File: src/rtl/uart_pkg.sv
// Shared UART types and constants for the baud-rate generator and its helpers.
package uart_pkg;

  localparam int DIV_W_DEF  = 16;
  localparam int FRAC_W_DEF = 4;
  localparam int OVS_W_DEF  = 5;

  typedef logic [DIV_W_DEF-1:0]  div_int_t;
  typedef logic [FRAC_W_DEF-1:0] div_frac_t;
  typedef logic [OVS_W_DEF-1:0]  ovs_ratio_t;

  // Oversample ratio-1 encodings
  localparam int OVS_16X = 15;
  localparam int OVS_8X  = 7;

endpackage

File: src/rtl/baud_frac_accum.sv
// Fractional-divisor accumulator: adds the shadow fraction on every prescale
// wrap and exposes the carry, which stretches the following period by one cycle.
module baud_frac_accum
  import uart_pkg::*;
#(
  parameter int FRAC_WIDTH = FRAC_W_DEF
) (
  input  logic                  clk_i,
  input  logic                  rst_n_i,
  input  logic                  wrap_i,
  input  logic                  clr_i,
  input  logic [FRAC_WIDTH-1:0] frac_i,
  output logic                  carry_q
);

  logic [FRAC_WIDTH-1:0] acc_q;

  // Accumulate on wrap; clear restarts the fractional phase from zero
  always_ff @(posedge clk_i) begin
    if (!rst_n_i) begin
      acc_q   <= '0;
      carry_q <= 1'b0;
    end else if (clr_i) begin
      acc_q   <= '0;
      carry_q <= 1'b0;
    end else if (wrap_i) begin
      {carry_q, acc_q} <= {1'b0, acc_q} + {1'b0, frac_i};
    end
  end

endmodule

File: src/rtl/baud_rate_generator_frac.sv
// Fractional baud-rate generator: a prescaler produces the oversample tick,
// an ovs counter divides that down to the per-bit baud tick. Divisor and
// oversample ratio are shadowed and only taken on a load pulse.
// Build option: define FRACTIONAL_DIV_EN to add the fractional accumulator;
// without it the divider is integer-only and div_frac_i is ignored.
module baud_rate_generator_frac
  import uart_pkg::*;
#(
  parameter int DIV_WIDTH   = DIV_W_DEF,
  parameter int FRAC_WIDTH  = FRAC_W_DEF,
  parameter int OVS_WIDTH   = OVS_W_DEF,
  parameter int RST_DIV_INT = 26,
  parameter int RST_OVS     = OVS_16X
) (
  input  logic                  clk_i,
  input  logic                  rst_n_i,
  input  logic                  enable_i,
  input  logic                  load_i,
  input  logic [DIV_WIDTH-1:0]  div_int_i,
  input  logic [FRAC_WIDTH-1:0] div_frac_i,
  input  logic [OVS_WIDTH-1:0]  ovs_ratio_i,
  output logic                  ov_baud_rt_o,
  output logic                  baud_rt_o
);

  logic [DIV_WIDTH-1:0] div_int_q;
  logic [OVS_WIDTH-1:0] ovs_q;
  logic [DIV_WIDTH:0]   pre_cnt_q;
  logic [OVS_WIDTH-1:0] ovs_cnt_q;
  logic                 carry_q;

  logic [DIV_WIDTH:0]   period;
  logic                 at_period;
  logic                 ovs_last;
  logic                 ov_hit;
  logic                 baud_hit;

  // One extra counter bit so div_int=all-ones plus a carry still fits
  assign period    = {1'b0, div_int_q} + {{DIV_WIDTH{1'b0}}, carry_q};
  assign at_period = (pre_cnt_q == period);
  assign ovs_last  = (ovs_cnt_q == ovs_q);
  // A load in the tick cycle wins and suppresses the tick
  assign ov_hit    = enable_i & at_period & ~load_i;
  assign baud_hit  = ov_hit & ovs_last;

  // Shadow divisor and oversample ratio, captured only on load
  always_ff @(posedge clk_i) begin
    if (!rst_n_i) begin
      div_int_q <= DIV_WIDTH'(RST_DIV_INT);
      ovs_q     <= OVS_WIDTH'(RST_OVS);
    end else if (load_i) begin
      div_int_q <= div_int_i;
      ovs_q     <= ovs_ratio_i;
    end
  end

  // Prescale counter: 0..period, holds while disabled
  always_ff @(posedge clk_i) begin
    if (!rst_n_i || load_i) begin
      pre_cnt_q <= '0;
    end else if (enable_i) begin
      if (at_period) pre_cnt_q <= '0;
      else           pre_cnt_q <= pre_cnt_q + 1'b1;
    end
  end

  // Oversample counter: advances per ov tick, wraps after ovs_q
  always_ff @(posedge clk_i) begin
    if (!rst_n_i || load_i) begin
      ovs_cnt_q <= '0;
    end else if (ov_hit) begin
      if (ovs_last) ovs_cnt_q <= '0;
      else          ovs_cnt_q <= ovs_cnt_q + 1'b1;
    end
  end

  // Registered tick outputs
  always_ff @(posedge clk_i) begin
    if (!rst_n_i) begin
      ov_baud_rt_o <= 1'b0;
      baud_rt_o    <= 1'b0;
    end else begin
      ov_baud_rt_o <= ov_hit;
      baud_rt_o    <= baud_hit;
    end
  end

`ifdef FRACTIONAL_DIV_EN
  logic [FRAC_WIDTH-1:0] div_frac_q;

  // Shadow fraction, captured only on load
  always_ff @(posedge clk_i) begin
    if (!rst_n_i)    div_frac_q <= '0;
    else if (load_i) div_frac_q <= div_frac_i;
  end

  baud_frac_accum #(
    .FRAC_WIDTH (FRAC_WIDTH)
  ) u_frac_accum (
    .clk_i   (clk_i),
    .rst_n_i (rst_n_i),
    .wrap_i  (ov_hit),
    .clr_i   (load_i),
    .frac_i  (div_frac_q),
    .carry_q (carry_q)
  );
`else
  // Integer-only divider: fraction input is deliberately ignored
  logic unused_div_frac;
  assign unused_div_frac = ^div_frac_i;
  assign carry_q         = 1'b0;
`endif

endmodule
File: config.mk
export PLATFORM = sky130hd
export DESIGN_NAME = baud_rate_generator_frac
export DESIGN_NICKNAME = d
export VERILOG_FILES = /design/src/rtl/uart_pkg.sv /design/src/rtl/baud_frac_accum.sv /design/src/rtl/baud_rate_generator_frac.sv
export SDC_FILE = /design/constraint.sdc
export NUM_CORES = 1
export LEC_CHECK = 0
export ABC_CLOCK_PERIOD_IN_PS = 2800
export BUFFER_PORTS_ARGS = -buffer_cell sky130_fd_sc_hd__buf_4
export CAP_MARGIN = 0
export CORE_MARGIN = 2
export CORE_UTILIZATION = 40
export DETAILED_ROUTE_END_ITERATION = 10
export PLACE_DENSITY_LB_ADDON = 0.2
export SLEW_MARGIN = 10
export SYNTH_ARGS = -nofsm -noshare
export SYNTH_HDL_FRONTEND = slang
export SYNTH_HIERARCHICAL = 1
export SYNTH_SLANG_ARGS = --single-unit
export TNS_END_PERCENT = 20
File: constraint.sdc
create_clock -name clk_i -period 2.8 [get_ports clk_i]
set_input_delay 0.56 -clock clk_i [delete_from_list [all_inputs] [get_ports clk_i]]
set_output_delay 0.56 -clock clk_i [all_outputs]
set_load 0.005 [all_outputs]
==> impl_metrics.toml <==
[clock_network]
cts_tree = "built"
path_clk_slew_ns = 0.08
postCtsHoldBufs = 0
cts_setup_buffers = 0
clock-sinks = 45
insertion_delay_ns = 0.29
numCtsBuffers = 5
clk_path_buf_depth = 2
cts.htree.levels = 2
cts.repair.resized = 0
clockRootBuffer = "clkbuf_8"

[synth]
yosys_warnings = 6
mappedNetlistNets = 243
ys_async_sr_fraction_pct = 0
seq_area_frac_synth_pct = 43.8
synth_top_area_cell = "dfxtp_1"
synthCells = 212
postSynthAreaPerCell_sq_um = 9.69
synth_edf_count = 0
ys_ff_latch = 45
synth.top_cell.area_share_pct = 43.8
yosysUniqueCellTypes = 34
yosys-top-cells-area = "dfxtp_1 (44%), xor2_1 (12%), mux2i_1 (11%), nor2b_1 (4.3%), xnor2_1 (3.8%)"
netlist_area_sq_um = 2050
synth_flop_cell = "dfxtp_1"

[floorplanning]
die_area_sq_um = 5730
start_util_pct = 40.7
die_h_um = 75.7
die_width_um = 75.7
core_area_sq_um = 5040
core.rowCount = 26
pin_count = 31

[worst_setup_path]
crit_fanout = 18
endpoint_kind = "flop"
crit_chain = "xor2_1 -> nor4_1 -> and3_1 -> a21o_1 -> a21oi_1"
critical_path.top_delay_family = "simple AND/OR/NAND/NOR gates"
slowest_delay_ns = 0.54
cp_slowest_cell = "a21o_1"
arrival_ns = 2.28
critPathRequiredTime_ns = 2.96
critPathBufInv = 0
crit_type = "reg2reg"
cp-start-kind = "flop"

[power]
p_clk_share_pct = 39.4
power_density_nw_per_um2 = 533
p_int_mw = 1.01
p_leak_nw = 1.04
irDropWorstVdd_mv = 0.312
switching_power_mw = 0.276
p_comb_share_pct = 8.2
power.share.switching_pct = 21.5
pwr-share-seq_pct = 52.4

[drt]
dr.pass1.iters = 5
drc = 0
wl_mm = 3.73
via_per_inst = 4.79
antenna_left = 0
initialDrtViolationCount = 71
vias = 1469
avgRoutedWirePerCell_um = 12.1

[placement]
pre_cts_ws_ns = 0.658
dp_hpwl_mm = 2.66
routabilityCongestion = 0.765
io_buffers = 26

[grt]
grt_max_degree = 23
antenna_found_initial = 0
grt_usage_pct = 14.5
overflow = 0
grt_pass1_vias = 1306
grt_pass1_wl_mm = 6.16

[layout]
area_delta_synth_final_pct = 17.1
drive_above_1_share_pct = 15.2
nNetsFinal = 267
antenna_cells = 0

[timing]
rsz0062_at_grt = "no"
finalWorstSetupSlack_ns = 0.676
slew_violations = 0
post-route-period-util_pct = 75.8
fin_worst_skew_ns = 0.00670
finalSetupViolations = 0
fin_crit_ns = 2.12
worst_pin_slew_ns = 0.609
fin_setup_tns_ns = 0
hold_viol = 0
clock.fmax_mhz = 471
slew-limit-headroom_pct = 59.1

[min_path]
holdCritPathClass = "in2reg"

[status]
status = "finished clean"

[run]
maxCapViolCount = 0
[flip-flops by register name, summed over array words and instances (netlist names)]
signal	flops
pre_cnt_q	17
ovs_q	5
baud_rt_o	1
ov_baud_rt_o	1
div_int_q	16
ovs_cnt_q	5
[worst min-delay path, delay by kind of cell]
kind | cells | cell delay (ns)
simple gates | 1 | 0.06
mux | 1 | 0.05
buf+inv | 1 | 0.08
[cells in the mapped netlist (3+ instances only)]
| master | count |
|---|---|
| nand3_1 | 4 |
| nor3_1 | 5 |
| xor2_1 | 28 |
| inv_1 | 3 |
| and3_1 | 6 |
| a21oi_1 | 3 |
| clkbuf_1 | 3 |
| nor2b_1 | 14 |
| nand4_1 | 7 |
| nor2_1 | 20 |
| dfxtp_1 | 45 |
| nand2_1 | 14 |
| mux2i_1 | 22 |
| xnor2_1 | 9 |
[cells in the final DEF (no fill, tap or decap)]
cell type and n:
inv_1 3, a21o_1 1, buf_4 27, clkbuf_8 6, a211oi_1 2, a211o_1 1
bufinv_16 1, clkbuf_1 1, nor2_1 20, o22a_1 2, nand2_1 14, and3_1 6
nor4_2 1, xnor2_1 9, or4_1 1, nand4b_1 1, nand3_1 4, nor4_1 2
xor2_1 28, nand2_2 1, dfxtp_1 45, ha_1 2, a2bb2oi_1 1, a41oi_1 1
nor2b_1 14, and4b_1 1, o21ai_0 1, nor3b_1 2, mux2i_1 22, a21oi_1 3
nor3_1 5, and4_1 2, nand4_1 7
[per-layer routing]
metal	wire length [um]	up-vias	global-route usage, %	part of all wire (%)
met5	0	-	0	0
met4	39	0	4.68	1.0
met3	178	6	4.10	4.8
met2	1750	22	23.4	47
met1	1760	675	18.8	47
li1	-	766	-	-
[through the flow]
| step | instances | hold slack (ns) | power (mW) | area [sq um] | util, % |
|---|---|---|---|---|---|
| global placement | 299 | 0.479 | 0.794 | 2290 | 45.4 |
| detailed placement | 299 | 0.483 | 0.796 | 2290 | 45.4 |
| CTS | 307 | 0.477 | 1.30 | 2410 | 47.7 |
| finish | 307 | 0.479 | 1.28 | 2410 | 47.7 |
| global route | 307 | 0.466 | 1.35 | 2410 | 47.7 |
| floorplan | 212 | 0.460 | 0.756 | 2050 | - |
[power groups by stage]
stage               logic, mW  clock network [mW]  registers, mW
finish                  0.105               0.505          0.673
global route            0.116               0.553          0.676
CTS                     0.108               0.519          0.673
detailed placement      0.107                   0          0.689
global placement        0.106                   0          0.688
floorplan              0.0718                   0          0.684
[final cells by class]
type,count,area [sq um]
well taps,70,87.6
fillers,509,2640
inverters,3,11.3
repair buffers,27,203
clock inverters,1,30.0
flip-flops and latches,45,901
multi-input cells,154,1090
clock buffers,7,86.3
[logic make-up (layout without fill, tap and decap cells)]
kind of cell | after synthesis | in the layout | share of synthesized area (%)
flops | 45 | 45 | 43.8
buf+inv | 13 | 38 | 3.23
fa+ha+maj | 2 | 2 | 1.22
compound gates | 12 | 12 | 4.20
mux | 22 | 22 | 10.7
simple gates | 81 | 81 | 21.0
xor+xnor | 37 | 37 | 15.8
[final timing paths]
kind | from | to | slack [ns] | cells after the start
min | ovs_ratio_i[3] | ovs_q[3]$_SDFFE_PN1P_ | 0.48 | 3
max reg2reg | pre_cnt_q[7]$_SDFFE_PP0P_ | ovs_cnt_q[2]$_SDFFE_PP0P_ | 0.68 | 5
min reg2reg | ovs_cnt_q[3]$_SDFFE_PP0P_ | ovs_cnt_q[3]$_SDFFE_PP0P_ | 0.49 | 2
max | pre_cnt_q[7]$_SDFFE_PP0P_ | ovs_cnt_q[2]$_SDFFE_PP0P_ | 0.68 | 5
(Power assumes the default switching activity.)
